$ cat config.mk
export PLATFORM = sky130hd
export DESIGN_NAME = adc_sequencer
export DESIGN_NICKNAME = d
export VERILOG_FILES = /design/src/rtl/adc_seq_pkg.sv /design/src/rtl/adc_frame_shifter.sv /design/src/rtl/adc_sequencer.sv
export SDC_FILE = /design/constraint.sdc
export NUM_CORES = 1
export LEC_CHECK = 0
export CORE_MARGIN = 2
export CORE_UTILIZATION = 43
export DETAILED_ROUTE_END_ITERATION = 12
export GPL_ROUTABILITY_DRIVEN = 0
export PLACE_DENSITY = 0.64
export SYNTH_ARGS = -nofsm -noshare
export SYNTH_HDL_FRONTEND = slang
export SYNTH_SLANG_ARGS = --single-unit
$ cat constraint.sdc
create_clock -name clk -period 2.52 [get_ports clk]
set_clock_uncertainty 0.1 [all_clocks]
set_input_delay 0.504 -clock clk [delete_from_list [all_inputs] [get_ports clk]]
set_output_delay 0.504 -clock clk [all_outputs]
set_load 0.02 [all_outputs]
$ cat src/rtl/adc_seq_pkg.sv
// ----------------------------------------------------------------------------
// adc_seq_pkg
// Shared types and constants for the ADC scan sequencer and its frame shifter:
//   seq_state_t  - sequencer FSM states
//   FRAME_BITS   - sclk periods per ADC frame
//   DATA_W/CH_W  - conversion result and channel address widths
//   ADDR_*/DATA_*- 1-based bit periods carrying the address / result bits
//   din_bit()    - address bit driven in a given bit period
//   lowest_ch()  - lowest enabled channel of a mask
// ----------------------------------------------------------------------------
package adc_seq_pkg;

    typedef enum logic [1:0] {
        ST_IDLE,
        ST_SETUP,
        ST_SHIFT,
        ST_GAP
    } seq_state_t;

    localparam int unsigned FRAME_BITS = 16;
    localparam int unsigned DATA_W     = 12;
    localparam int unsigned CH_W       = 3;
    localparam int unsigned NUM_CH     = 8;

    // bit-period counter holds 1..FRAME_BITS
    localparam int unsigned PER_W = 5;

    localparam logic [PER_W-1:0] ADDR_FIRST = 5'd3;
    localparam logic [PER_W-1:0] ADDR_LAST  = 5'd5;
    localparam logic [PER_W-1:0] DATA_FIRST = 5'd5;
    localparam logic [PER_W-1:0] DATA_LAST  = 5'd16;

    // Periods 3,4,5 carry ADD[2],ADD[1],ADD[0]; every other period is 0.
    function automatic logic din_bit(logic [PER_W-1:0] period, logic [CH_W-1:0] addr);
        logic             b;
        logic [PER_W-1:0] off;
        b   = 1'b0;
        off = ADDR_LAST - period;
        if (period >= ADDR_FIRST && period <= ADDR_LAST) begin
            b = addr[off[1:0]];
        end
        return b;
    endfunction

    function automatic logic [CH_W-1:0] lowest_ch(logic [NUM_CH-1:0] mask);
        logic [CH_W-1:0] ch;
        ch = '0;
        for (int unsigned i = NUM_CH; i > 0; i--) begin
            if (mask[3'(i - 1)]) ch = CH_W'(i - 1);
        end
        return ch;
    endfunction

endpackage

$ cat src/rtl/adc_frame_shifter.sv
// ----------------------------------------------------------------------------
// adc_frame_shifter
// Generates one 16-period sclk frame: each period is a low half followed by a
// high half of SCLK_HALF clk cycles. din changes on sclk falling edges, dout
// is sampled on the clk edge that drives sclk high.
// Ports:
//   clk, reset_b     - clock, asynchronous active-low reset
//   frame_start_i    - begin a frame (accepted when idle or on frame_end_o)
//   addr_i           - channel address sent in the frame being started
//   dout_i           - ADC serial data
//   sclk_o, din_o    - registered ADC clock / address line
//   data_o           - 12-bit result shifted in during periods 5..16
//   data_valid_o     - one-cycle pulse after DB0 has been captured
//   frame_end_o      - this cycle closes the high half of period 16
// ----------------------------------------------------------------------------
module adc_frame_shifter
    import adc_seq_pkg::*;
#(
    parameter int unsigned SCLK_HALF = 2
) (
    input  logic              clk,
    input  logic              reset_b,
    input  logic              frame_start_i,
    input  logic [CH_W-1:0]   addr_i,
    input  logic              dout_i,
    output logic              sclk_o,
    output logic              din_o,
    output logic [DATA_W-1:0] data_o,
    output logic              data_valid_o,
    output logic              frame_end_o
);

    localparam logic [3:0]       HALF_LAST = 4'(SCLK_HALF - 1);
    localparam logic [PER_W-1:0] PER_FIRST = 5'd1;
    localparam logic [PER_W-1:0] PER_LAST  = PER_W'(FRAME_BITS);

    logic              active_q;
    logic              sclk_q;
    logic              din_q;
    logic              valid_q;
    logic [3:0]        half_cnt_q;
    logic [PER_W-1:0]  period_q;
    logic [CH_W-1:0]   addr_q;
    logic [DATA_W-1:0] data_q;
    logic              half_end;

    assign half_end    = active_q && (half_cnt_q == HALF_LAST);
    assign frame_end_o = half_end && sclk_q && (period_q == PER_LAST);

    always_ff @(posedge clk or negedge reset_b) begin
        if (!reset_b) begin
            active_q   <= 1'b0;
            sclk_q     <= 1'b1;
            din_q      <= 1'b0;
            valid_q    <= 1'b0;
            half_cnt_q <= '0;
            period_q   <= '0;
            addr_q     <= '0;
            data_q     <= '0;
        end else begin
            valid_q <= 1'b0;
            // a start on frame_end_o chains frames with no idle sclk half
            if (frame_start_i && (!active_q || frame_end_o)) begin
                active_q   <= 1'b1;
                sclk_q     <= 1'b0;
                period_q   <= PER_FIRST;
                half_cnt_q <= '0;
                addr_q     <= addr_i;
                din_q      <= din_bit(PER_FIRST, addr_i);
            end else if (active_q) begin
                if (!half_end) begin
                    half_cnt_q <= half_cnt_q + 4'd1;
                end else begin
                    half_cnt_q <= '0;
                    if (!sclk_q) begin
                        sclk_q <= 1'b1;
                        if (period_q >= DATA_FIRST) begin
                            data_q <= {data_q[DATA_W-2:0], dout_i};
                        end
                        if (period_q == DATA_LAST) valid_q <= 1'b1;
                    end else if (period_q == PER_LAST) begin
                        active_q <= 1'b0;
                        din_q    <= 1'b0;
                    end else begin
                        sclk_q   <= 1'b0;
                        period_q <= period_q + 5'd1;
                        din_q    <= din_bit(period_q + 5'd1, addr_q);
                    end
                end
            end
        end
    end

    assign sclk_o       = sclk_q;
    assign din_o        = din_q;
    assign data_o       = data_q;
    assign data_valid_o = valid_q;

endmodule

$ cat src/rtl/adc_sequencer.sv
// ----------------------------------------------------------------------------
// adc_sequencer
// Scans the enabled channels of a serial 8-channel ADC. A scan of N channels
// runs N+1 back-to-back frames under one cs_b assertion; the ADC returns the
// conversion of the previous frame's address, so frame 0 data is dropped and
// the last address is repeated to flush the pipeline.
// Ports:
//   clk, reset_b               - clock, asynchronous active-low reset
//   start                      - scan request pulse
//   ch_enable                  - channel mask, latched on an accepted start
//   dout                       - ADC serial data
//   sclk, cs_b, din            - ADC serial interface (sclk/cs_b idle high)
//   sample_valid               - pulse: sample_ch/sample_data updated
//   sample_ch, sample_data     - tagged conversion result
//   scan_done                  - pulse with the final sample of a scan
//   busy                       - scan in progress
//   overrun                    - pulse one cycle after a start while busy
// ----------------------------------------------------------------------------
module adc_sequencer
    import adc_seq_pkg::*;
#(
    parameter int unsigned SCLK_HALF = 2
) (
    input  logic              clk,
    input  logic              reset_b,
    input  logic              start,
    input  logic [NUM_CH-1:0] ch_enable,
    input  logic              dout,
    output logic              sclk,
    output logic              cs_b,
    output logic              din,
    output logic              sample_valid,
    output logic [CH_W-1:0]   sample_ch,
    output logic [DATA_W-1:0] sample_data,
    output logic              scan_done,
    output logic              busy,
    output logic              overrun
);

    localparam logic [4:0] SETUP_LAST = 5'(SCLK_HALF - 1);
    localparam logic [4:0] GAP_LAST   = 5'(2 * SCLK_HALF - 1);

    seq_state_t        state_q;
    logic [4:0]        cnt_q;
    logic [NUM_CH-1:0] rem_q;
    logic [CH_W-1:0]   cur_addr_q;
    logic [CH_W-1:0]   prev_addr_q;
    logic              first_frame_q;
    logic              last_frame_q;
    logic              cs_b_q;
    logic              busy_q;
    logic              overrun_q;
    logic              sample_valid_q;
    logic              scan_done_q;
    logic [CH_W-1:0]   sample_ch_q;
    logic [DATA_W-1:0] sample_data_q;

    logic              setup_done;
    logic              frame_start;
    logic              frame_end;
    logic [CH_W-1:0]   next_ch;
    logic [CH_W-1:0]   frame_addr;
    logic [DATA_W-1:0] shift_data;
    logic              shift_valid;

    assign next_ch     = lowest_ch(rem_q);
    assign setup_done  = (state_q == ST_SETUP) && (cnt_q == SETUP_LAST);
    assign frame_start = setup_done ||
                         ((state_q == ST_SHIFT) && frame_end && !last_frame_q);
    // once every channel has been sent, repeat the last one to flush the ADC
    assign frame_addr  = (rem_q != '0) ? next_ch : cur_addr_q;

    adc_frame_shifter #(
        .SCLK_HALF(SCLK_HALF)
    ) u_shifter (
        .clk          (clk),
        .reset_b      (reset_b),
        .frame_start_i(frame_start),
        .addr_i       (frame_addr),
        .dout_i       (dout),
        .sclk_o       (sclk),
        .din_o        (din),
        .data_o       (shift_data),
        .data_valid_o (shift_valid),
        .frame_end_o  (frame_end)
    );

    always_ff @(posedge clk or negedge reset_b) begin
        if (!reset_b) begin
            state_q        <= ST_IDLE;
            cnt_q          <= '0;
            rem_q          <= '0;
            cur_addr_q     <= '0;
            prev_addr_q    <= '0;
            first_frame_q  <= 1'b0;
            last_frame_q   <= 1'b0;
            cs_b_q         <= 1'b1;
            busy_q         <= 1'b0;
            overrun_q      <= 1'b0;
            sample_valid_q <= 1'b0;
            scan_done_q    <= 1'b0;
            sample_ch_q    <= '0;
            sample_data_q  <= '0;
        end else begin
            sample_valid_q <= 1'b0;
            scan_done_q    <= 1'b0;
            overrun_q      <= start && busy_q;

            if (frame_start) begin
                cur_addr_q    <= frame_addr;
                prev_addr_q   <= cur_addr_q;
                first_frame_q <= setup_done;
                if (rem_q != '0) rem_q[next_ch] <= 1'b0;
                else             last_frame_q   <= 1'b1;
            end

            // the result of frame k belongs to the address sent in frame k-1
            if (shift_valid && !first_frame_q) begin
                sample_valid_q <= 1'b1;
                sample_ch_q    <= prev_addr_q;
                sample_data_q  <= shift_data;
                scan_done_q    <= last_frame_q;
            end

            case (state_q)
                ST_IDLE: begin
                    if (start && (ch_enable != '0)) begin
                        state_q      <= ST_SETUP;
                        rem_q        <= ch_enable;
                        cs_b_q       <= 1'b0;
                        busy_q       <= 1'b1;
                        cnt_q        <= '0;
                        last_frame_q <= 1'b0;
                    end
                end
                ST_SETUP: begin
                    cnt_q <= cnt_q + 5'd1;
                    if (setup_done) state_q <= ST_SHIFT;
                end
                ST_SHIFT: begin
                    if (frame_end && last_frame_q) begin
                        state_q <= ST_GAP;
                        cs_b_q  <= 1'b1;
                        cnt_q   <= '0;
                    end
                end
                ST_GAP: begin
                    cnt_q <= cnt_q + 5'd1;
                    if (cnt_q == GAP_LAST) begin
                        state_q <= ST_IDLE;
                        busy_q  <= 1'b0;
                    end
                end
                default: state_q <= ST_IDLE;
            endcase
        end
    end

    assign cs_b         = cs_b_q;
    assign busy         = busy_q;
    assign overrun      = overrun_q;
    assign sample_valid = sample_valid_q;
    assign scan_done    = scan_done_q;
    assign sample_ch    = sample_ch_q;
    assign sample_data  = sample_data_q;

endmodule
==> results_dict.tcl, run 1 <==
set metrics [dict create \
    ys_ff_latch 71 \
    finalCriticalPeriod_ns 2.27 \
    hold_path.class "primary input to asynchronous set/reset pin" \
    timing.fmax_mhz 440 \
    globalRouteOverflowTotal 0 \
    p_leak_nw 1.97 \
    avgSynthCellArea_um2 11.2 \
    viasPerCell 5.34 \
    post_cts_buffers 0 \
    irDropWorstVdd_uv 245 \
    worst-slew-pin-transition_ns 0.599 \
    grt_first_pass_wirelength_mm 11.6 \
    path_clk_slew_ns 0.09 \
    first_global_vias 2499 \
    yosys_warnings 0 \
    drt-initial-drc-count 66 \
    drv_slew 0 \
    synth_cells 316 \
    p_total_mw 2.09 \
    syn_area_mm2 0.00353 \
    worstSetupPathType "register to register" \
    die_h_um 94.6 \
    status "complete, no violations" \
    fin_crit_sh_pct 90.2 \
    num_rows 33 \
    htreeDepth 3 \
    synth_edf_count 0 \
    reg2reg_slack_ns 0.25 \
    num_antenna_cells 0 \
    wl_per_cell_um 14.3 \
    grt_max_degree 34 \
    routed_wl_mm 6.81 \
    arrival_ns 2.42 \
    fill_cells 745 \
    most-common-layout-cells "dfrtp_1, mux2_2, clkdlybuf4s50_1" \
    syn_nets 341 \
    cts_tree "done" \
    tns_ns 0 \
    drc 0 \
    die_w_um 94.6 \
    initial_core_util_pct 43.6 \
    cts_inserted_buffers 9 \
    grt.total_usage_pct 16.7 \
    synthArstFlopShare_pct 100 \
    setup_violations 0 \
    synth-main-ff-cell "dfrtp_1" \
    root_buffer "clkbuf_8" \
    insertion_delay_ns 0.35 \
    dp_hpwl_mm 4.91 \
    cts_buffer_depth 2 \
    syn_to_final_growth_pct 20.7 \
    cp.required_ns 2.67 \
    cts_num_sinks 71 \
    critPathMaxFanout 14 \
    antenna_found_initial 0 \
    dieArea_mm2 0.00894 \
    max_cap_violations 0 \
    rsz0062_at_grt "no" \
    ctsResizeCount 0 \
    drive_above_1_share_pct 21.6 \
    max-slew-margin-rel_pct 60.1 \
    io_buffers 33 \
    nets 391 \
    finalHoldViolCount 0 \
    core_mm2 0.00809 \
    ys_seq_area_share_pct 50.5 \
    cts_hold_buf 0 \
    mostFrequentLayoutCell "dfrtp_1" \
    ios 34 \
    end_kind "register" \
    power_density_mw_per_mm2 492 \
    dr.pass1.iters 4 \
    dr_total_vias 2541 \
    postRouteAntennaNets 0 \
    start_kind "register" \
    ys_types 58 \
]
-- flip-flops by register name (all words and copies together), names as in the netlist --
register                count
cur_addr_q                  3
first_frame_q               1
sample_valid                1
sample_data                12
sample_ch                   3
last_frame_q                1
cs_b                        1
prev_addr_q                 3
u_shifter.active_q          1
u_shifter.addr_q            3
u_shifter.period_q          5
u_shifter.data_o           12
u_shifter.sclk_o            1
u_shifter.half_cnt_q        4
u_shifter.din_o             1
rem_q                       8
scan_done                   1
cnt_q                       5
busy                        1
state_q                     2
u_shifter.data_valid_o      1
overrun                     1
-- through the flow --
| stage | instance area, um2 | util, % | hold WS (ns) | worst slack [ns] | std cells |
|---|---|---|---|---|---|
| final | 4260 | 52.6 | 0.0472 | 0.248 | 476 |
| after global routing | 4260 | 52.6 | 0.0905 | 0.119 | 476 |
| after CTS | 4260 | 52.6 | 0.0615 | 0.240 | 476 |
| after detailed placement | 4070 | 50.3 | 0.379 | 0.133 | 460 |
| after global placement | 4070 | 50.3 | 0.363 | 0.203 | 460 |
| after floorplan | 3530 | - | 0.108 | 0.350 | 316 |
-- routing by layer --
metal  track usage (%)  share of wire (%)
met1              21.9                 48
met2              26.9                 46
met5                 0                  0
met4              7.37                2.0
met3              3.35                3.3
-- critical path: stages (launching register included) --
cell	delay (ns)
dfrtp_1	0.46
inv_1	0.13
ha_1	0.24
nand4bb_4	0.16
or4_4	0.55
and2_4	0.24
mux2_4	0.29
-- synthesized netlist by cell type, types with 3 or more instances --
library cell | n | area, um2
nor2b_1 | 3 | 18.8
inv_1 | 19 | 71.3
o211ai_1 | 6 | 45.0
mux2i_1 | 4 | 40.0
nand3_1 | 19 | 95.1
clkbuf_1 | 7 | 26.3
xnor2_1 | 3 | 26.3
o21ai_0 | 16 | 80.1
a21oi_1 | 9 | 45.0
nor2_1 | 16 | 60.1
nor4_1 | 5 | 31.3
nand2_1 | 22 | 82.6
dfrtp_1 | 69 | 1730
ha_1 | 13 | 163
o31ai_1 | 3 | 22.5
nand2b_1 | 7 | 43.8
mux2_2 | 33 | 372
a21boi_0 | 3 | 22.5
nor3_1 | 5 | 25.0
-- final timing paths --
path,start,endpoint,cells after the start
setup / recovery,u_shifter.period_q[1],prev_addr_q[1],6
hold reg to reg,first_frame_q,first_frame_q,2
min in group clk,first_frame_q,first_frame_q,2
max in group asynchronous,reset_b,cs_b,2
setup reg to reg,u_shifter.period_q[1],prev_addr_q[1],6
hold / removal,reset_b,sample_data[0],1
-- power breakdown --
| group | switching, mW | internal (mW) | leakage [nW] |
|---|---|---|---|
| registers | 0.00770 | 1.15 | 0.916 |
| clock network | 0.487 | 0.377 | 0.0927 |
| logic | 0.0406 | 0.0330 | 0.957 |
| total | 0.535 | 1.56 | 1.97 |
-- layout make-up --
cell class / instances / area, um2 / share of cell area (%)
timing repair buffer: 52 / 480 / 11.3
multi-input combinational: 213 / 1610 / 37.8
sequential: 71 / 1780 / 41.8
tap: 105 / 131 / 3.09
inverter: 19 / 71.3 / 1.68
clock inverter: 7 / 62.6 / 1.47
clock buffer: 9 / 124 / 2.91
-- cells by family after synthesis --
group,count (synthesis),synth area share (%)
xor gates and xnor gates,5,1.24
DFF,71,50.5
muxes,38,12.1
buffers and inverters,32,3.94
adders and majority gates,13,4.61
and+or+nand+nor,96,15.3
AOI/OAI and AO/OA,61,12.3
No activity file was read; power rests on OpenSTA's default activity.
==> run 2: changes to the inputs <==
--- a/config.mk
+++ b/config.mk
@@ -5,11 +5,14 @@
 export SDC_FILE = /design/constraint.sdc
 export NUM_CORES = 1
 export LEC_CHECK = 0
+export CELL_PAD_IN_SITES_DETAIL_PLACEMENT = 2
+export CELL_PAD_IN_SITES_GLOBAL_PLACEMENT = 2
 export CORE_MARGIN = 2
-export CORE_UTILIZATION = 43
+export CORE_UTILIZATION = 38
+export CTS_CLUSTER_DIAMETER = 40
 export DETAILED_ROUTE_END_ITERATION = 12
 export GPL_ROUTABILITY_DRIVEN = 0
-export PLACE_DENSITY = 0.64
+export PLACE_DENSITY = 0.8
 export SYNTH_ARGS = -nofsm -noshare
 export SYNTH_HDL_FRONTEND = slang
 export SYNTH_SLANG_ARGS = --single-unit
==> run 2 against run 1 <==
  * Combinational power is 4.6% higher
  * Cell count is 1.1% higher
  * Clock power increased by 1%
  * Critical path depth unchanged
  * Largest cell class unchanged
  * Die area is 13% higher
  * Largest power group unchanged
  * Power is 0.76% higher
  * Sequential power hardly changed
  * Hold slack gained 0.0051 ns
  * Routed wire length grew 30%
==> results_dict.tcl, run 2 (synthesis gave the netlist of run 1 again) <==
set metrics [dict create \
    cp_top_family "simple AND/OR/NAND/NOR gates" \
    tns_ns 0 \
    routed_wl_mm 8.89 \
    fin_area_mm2 0.00427 \
    htreeDepth 3 \
    io_buffers 33 \
    cp_slowest_cell "or4_4" \
    most-common-layout-cells "dfrtp_1, mux2_2, clkdlybuf4s50_1" \
    post_cts_buffers 0 \
    mostFrequentLayoutCell "dfrtp_1" \
    crit_chain "inv_1, ha_1, nand4bb_4, or4_4, a211oi_1, o21ai_0" \
    postRouteAntennaNets 0 \
    wl_per_cell_um 18.5 \
    rsz0062_at_grt "no" \
    cp.required_ns 2.65 \
    worstSetupPathType "register to register" \
    globalRouteOverflowTotal 0 \
    cts_tree "done" \
    placed_cell_area_mm2 0.00408 \
    drc 0 \
    first_global_vias 2927 \
    finalHoldViolCount 0 \
    root_buffer "clkbuf_8" \
    p_total_mw 2.11 \
    status "complete, no violations" \
    viasPerCell 5.46 \
    end_kind "register" \
    num_rows 35 \
    drv_slew 0 \
    p_leak_nw 1.97 \
    num_antenna_cells 0 \
    core_mm2 0.00911 \
    insertion_delay_ns 0.35 \
    path_clk_slew_ns 0.08 \
    worst-slew-pin-transition_ns 0.615 \
    hold_path.class "primary input to asynchronous set/reset pin" \
    die_w_um 100 \
    setup_violations 0 \
    fin_cells 481 \
    grt_first_pass_wirelength_mm 15.2 \
    dieArea_mm2 0.0101 \
    max_cap_violations 0 \
    crit_buf_inv 1 \
    power_density_mw_per_mm2 495 \
    irDropWorstVdd_uv 313 \
    dr_total_vias 2626 \
    max-slew-margin-rel_pct 58.6 \
    arrival_ns 2.47 \
    start_kind "register" \
    critPathMaxFanout 14 \
    finalCriticalPeriod_ns 2.35 \
    antenna_found_initial 0 \
    drive_above_1_share_pct 21.4 \
    initial_core_util_pct 38.7 \
    dr.pass1.iters 4 \
    dp_hpwl_mm 6.34 \
    drt-initial-drc-count 60 \
    die_h_um 100 \
    nets 390 \
    dp.cells 465 \
    ios 34 \
    cts_inserted_buffers 9 \
    timing.fmax_mhz 426 \
    fin_crit_sh_pct 93.1 \
    cpPeakStageDelay_ns 0.57 \
    grt_max_degree 31 \
    cts_num_sinks 71 \
    syn_to_final_growth_pct 21.0 \
    cts_buffer_depth 2 \
    grt.total_usage_pct 19.4 \
]
## run 2: changes by cell type in the layout (fill, tap and decap cells not counted)
cell,delta
clkinvlp_4,+1
clkinv_4,-1
buf_4,-2
a21boi_0,-1
buf_12,+1
a21boi_1,+1
## run 2: metal layers
metal	GRT usage, %	part of all wire (%)	wire (um)	up-vias
li1	-	-	-	1232
met1	25.7	47	4140	1343
met2	32.4	49	4390	38
met3	3.06	2.1	191	13
met4	7.06	1.8	157	0
met5	0	0	0	-
## run 2: timing repair
item / 4_1_cts / 5_1_grt
hold buffers: 0 / 0
gates resized for setup: 0 / 1
hold endpoints to repair: 0 / 0
setup endpoints to repair: 0 / 1
## run 2: metrics by stage
| stage | setup slack (ns) | utilization [%] | hold WS [ns] |
|---|---|---|---|
| 2_1_floorplan | 0.350 | - | 0.108 |
| 3_3_place_gp | 0.177 | 44.8 | 0.361 |
| 3_5_place_dp | 0.0644 | 44.8 | 0.362 |
| 4_1_cts | 0.151 | 46.9 | 0.0599 |
| 5_1_grt | 0.0551 | 46.9 | 0.0794 |
| 6_report | 0.173 | 46.9 | 0.0523 |
## run 2: layout make-up
class                      instances  area [um2]
fill                             965        4840
sequential                        71        1780
multi-input combinational        213        1610
timing repair buffer              51         485
tap                              111         139
clock buffer                       9         124
inverter                          19        71.3
clock inverter                     7        61.3
## run 2: worst paths after layout
check / start / end / slack [ns] / cells after the start
min in group clk: first_frame_q / sample_valid / 0.37 / 1
max in group asynchronous: reset_b / last_frame_q / 1.55 / 2
max: u_shifter.period_q[1] / rem_q[7] / 0.17 / 6
max reg2reg: u_shifter.period_q[1] / rem_q[7] / 0.17 / 6
min reg2reg: first_frame_q / sample_valid / 0.37 / 1
min: reset_b / u_shifter.period_q[1] / 0.05 / 1
## run 2: where the power goes
part / switching (mW) / internal, mW / total (mW)
Sequential: 0.00940 / 1.15 / 1.16
Combinational: 0.0440 / 0.0330 / 0.0770
Clock: 0.499 / 0.376 / 0.875
==> run 3: changes to the inputs <==
--- a/config.mk
+++ b/config.mk
@@ -8,11 +8,11 @@
 export CELL_PAD_IN_SITES_DETAIL_PLACEMENT = 2
 export CELL_PAD_IN_SITES_GLOBAL_PLACEMENT = 2
 export CORE_MARGIN = 2
-export CORE_UTILIZATION = 38
+export CORE_UTILIZATION = 34
 export CTS_CLUSTER_DIAMETER = 40
 export DETAILED_ROUTE_END_ITERATION = 12
 export GPL_ROUTABILITY_DRIVEN = 0
-export PLACE_DENSITY = 0.8
+export PLACE_DENSITY = 0.76
 export SYNTH_ARGS = -nofsm -noshare
 export SYNTH_HDL_FRONTEND = slang
 export SYNTH_SLANG_ARGS = --single-unit
==> constraint.sdc (replaced) <==
create_clock -name clk -period 2 [get_ports clk]
set_clock_uncertainty 0.1 [all_clocks]
set_input_delay 0.4 -clock clk [delete_from_list [all_inputs] [get_ports clk]]
set_output_delay 0.4 -clock clk [all_outputs]
set_load 0.02 [all_outputs]
==> run 3 against run 2 <==
  * The run now ends with setup timing left
  * Combinational power grew 49%
  * Register-to-register slack worse by 0.29 ns
  * Critical endpoint is now u_shifter.addr_q[0]
  * Routed wire length increased by 26%
  * Hold slack better by 0.36 ns
  * Sequential power increased by 26%
  * Worst setup slack got worse by 0.29 ns
  * Sequential cell count unchanged
  * Die area rose by 11%
==> results_dict.tcl, run 3 (synthesis gave the netlist of run 1 again) <==
set metrics [dict create \
    status "complete, but fails checks" \
    violations "setup timing" \
    power_density_mw_per_mm2 551 \
    initial_core_util_pct 34.6 \
    hold_path.class "register to register" \
    nets 442 \
    insertion_delay_ns 0.37 \
    dp_hpwl_mm 6.82 \
    drc 0 \
    tns_ns -0.482 \
    postRouteAntennaNets 0 \
    dieArea_mm2 0.0112 \
    root_buffer "clkbuf_8" \
    die_h_um 106 \
    grt_first_pass_wirelength_mm 16.8 \
    arrival_ns 2.24 \
    cp.required_ns 2.12 \
    p_total_mw 2.73 \
    cts_num_sinks 71 \
    fin_crit_sh_pct 106 \
    most-common-layout-cells "dfrtp_1, buf_4, clkdlybuf4s50_1" \
    rsz0062_at_grt "yes" \
    cts_buffer_depth 2 \
    end_kind "register" \
    cts_tree "done" \
    timing.fmax_mhz 473 \
    finalCriticalPeriod_ns 2.11 \
    num_rows 37 \
    cts_inserted_buffers 9 \
    worstSetupPathType "register to register" \
    setup_ws_ns -0.115 \
    globalRouteOverflowTotal 0 \
    start_kind "register" \
    io_buffers 33 \
    fill_cells 1030 \
    setup_violations 14 \
    core_mm2 0.0102 \
    wl_per_cell_um 20.1 \
    first_global_vias 3155 \
    dr.pass1.iters 4 \
    routed_wl_mm 11.2 \
    mostFrequentLayoutCell "dfrtp_1" \
    syn_to_final_growth_pct 40.2 \
    worst-slew-pin-transition_ns 0.544 \
    path_clk_slew_ns 0.09 \
    grt_max_degree 72 \
    finalHoldViolCount 0 \
    drt-initial-drc-count 115 \
    p_leak_nw 2.27 \
    ios 34 \
    max_cap_violations 0 \
    max-slew-margin-rel_pct 63.4 \
    drv_slew 0 \
    num_antenna_cells 0 \
    antenna_found_initial 0 \
    htreeDepth 3 \
    critPathMaxFanout 5 \
    irDropWorstVdd_uv 403 \
    drive_above_1_share_pct 38.6 \
    die_w_um 106 \
    viasPerCell 5.23 \
    dr_total_vias 2916 \
    grt.total_usage_pct 19.2 \
]
-- run 3: stage by stage --
stage	worst slack (ns)	cell area, um2	utilization (%)	hold WS (ns)	instances
after global placement	-0.232	4430	43.5	0.363	527
after floorplan	-0.113	3580	-	0.00441	316
final	-0.115	4940	48.5	0.413	558
after CTS	-0.0776	4690	46.1	0.410	545
after global routing	-0.239	4940	48.5	0.448	558
after detailed placement	-0.247	4430	43.5	0.363	527
-- run 3: power breakdown --
group / switching [mW] / leakage, nW / internal, mW
Clock: 0.670 / 0.0903 / 0.478
Combinational: 0.0621 / 1.27 / 0.0531
Sequential: 0.0127 / 0.915 / 1.45
-- run 3: area by class of cell --
class	count	area, um2	share of cell area, %
Clock inverter	7	63.8	1.29
Inverter	19	73.8	1.49
Multi-Input combinational cell	214	1830	37.0
Timing Repair Buffer	102	903	18.3
Sequential cell	71	1780	36.0
Clock buffer	9	124	2.51
Tap cell	136	170	3.44
-- run 3: worst paths after layout --
path	slack, ns	startpoint	depth (start not counted)	endpoint
max in group asynchronous	0.98	reset_b	3	cs_b
setup / recovery	-0.11	u_shifter.period_q[1]	7	u_shifter.addr_q[0]
setup reg to reg	-0.11	u_shifter.period_q[1]	7	u_shifter.addr_q[0]
hold / removal	0.41	cur_addr_q[2]	1	cur_addr_q[2]
hold reg to reg	0.41	cur_addr_q[2]	1	cur_addr_q[2]
min in group asynchronous	0.49	reset_b	3	u_shifter.period_q[4]
-- run 3: critical path: stages (launching register included) --
cell and delay, ns:
dfrtp_1 0.40, inv_2 0.09, ha_4 0.15, nand4bb_4 0.17, or3_4 0.46, buf_6 0.13
a222oi_1 0.33, a2bb2oi_1 0.14
-- run 3: repair_timing --
action,CTS,global route
endpoints found under the setup margin,37,41
buffers inserted,0,12
hold endpoints to repair,69,0
pin swaps,5,15
cloned,1,1
resized for setup,19,42
hold buffers,1,0
-- run 3: metal layers --
layer,track usage [%],vias up,routed length (um)
met5,0,-,0
met4,7.61,0,238
met3,2.78,18,269
met2,33.1,48,6110
met1,24.2,1513,4600
li1,-,1337,-
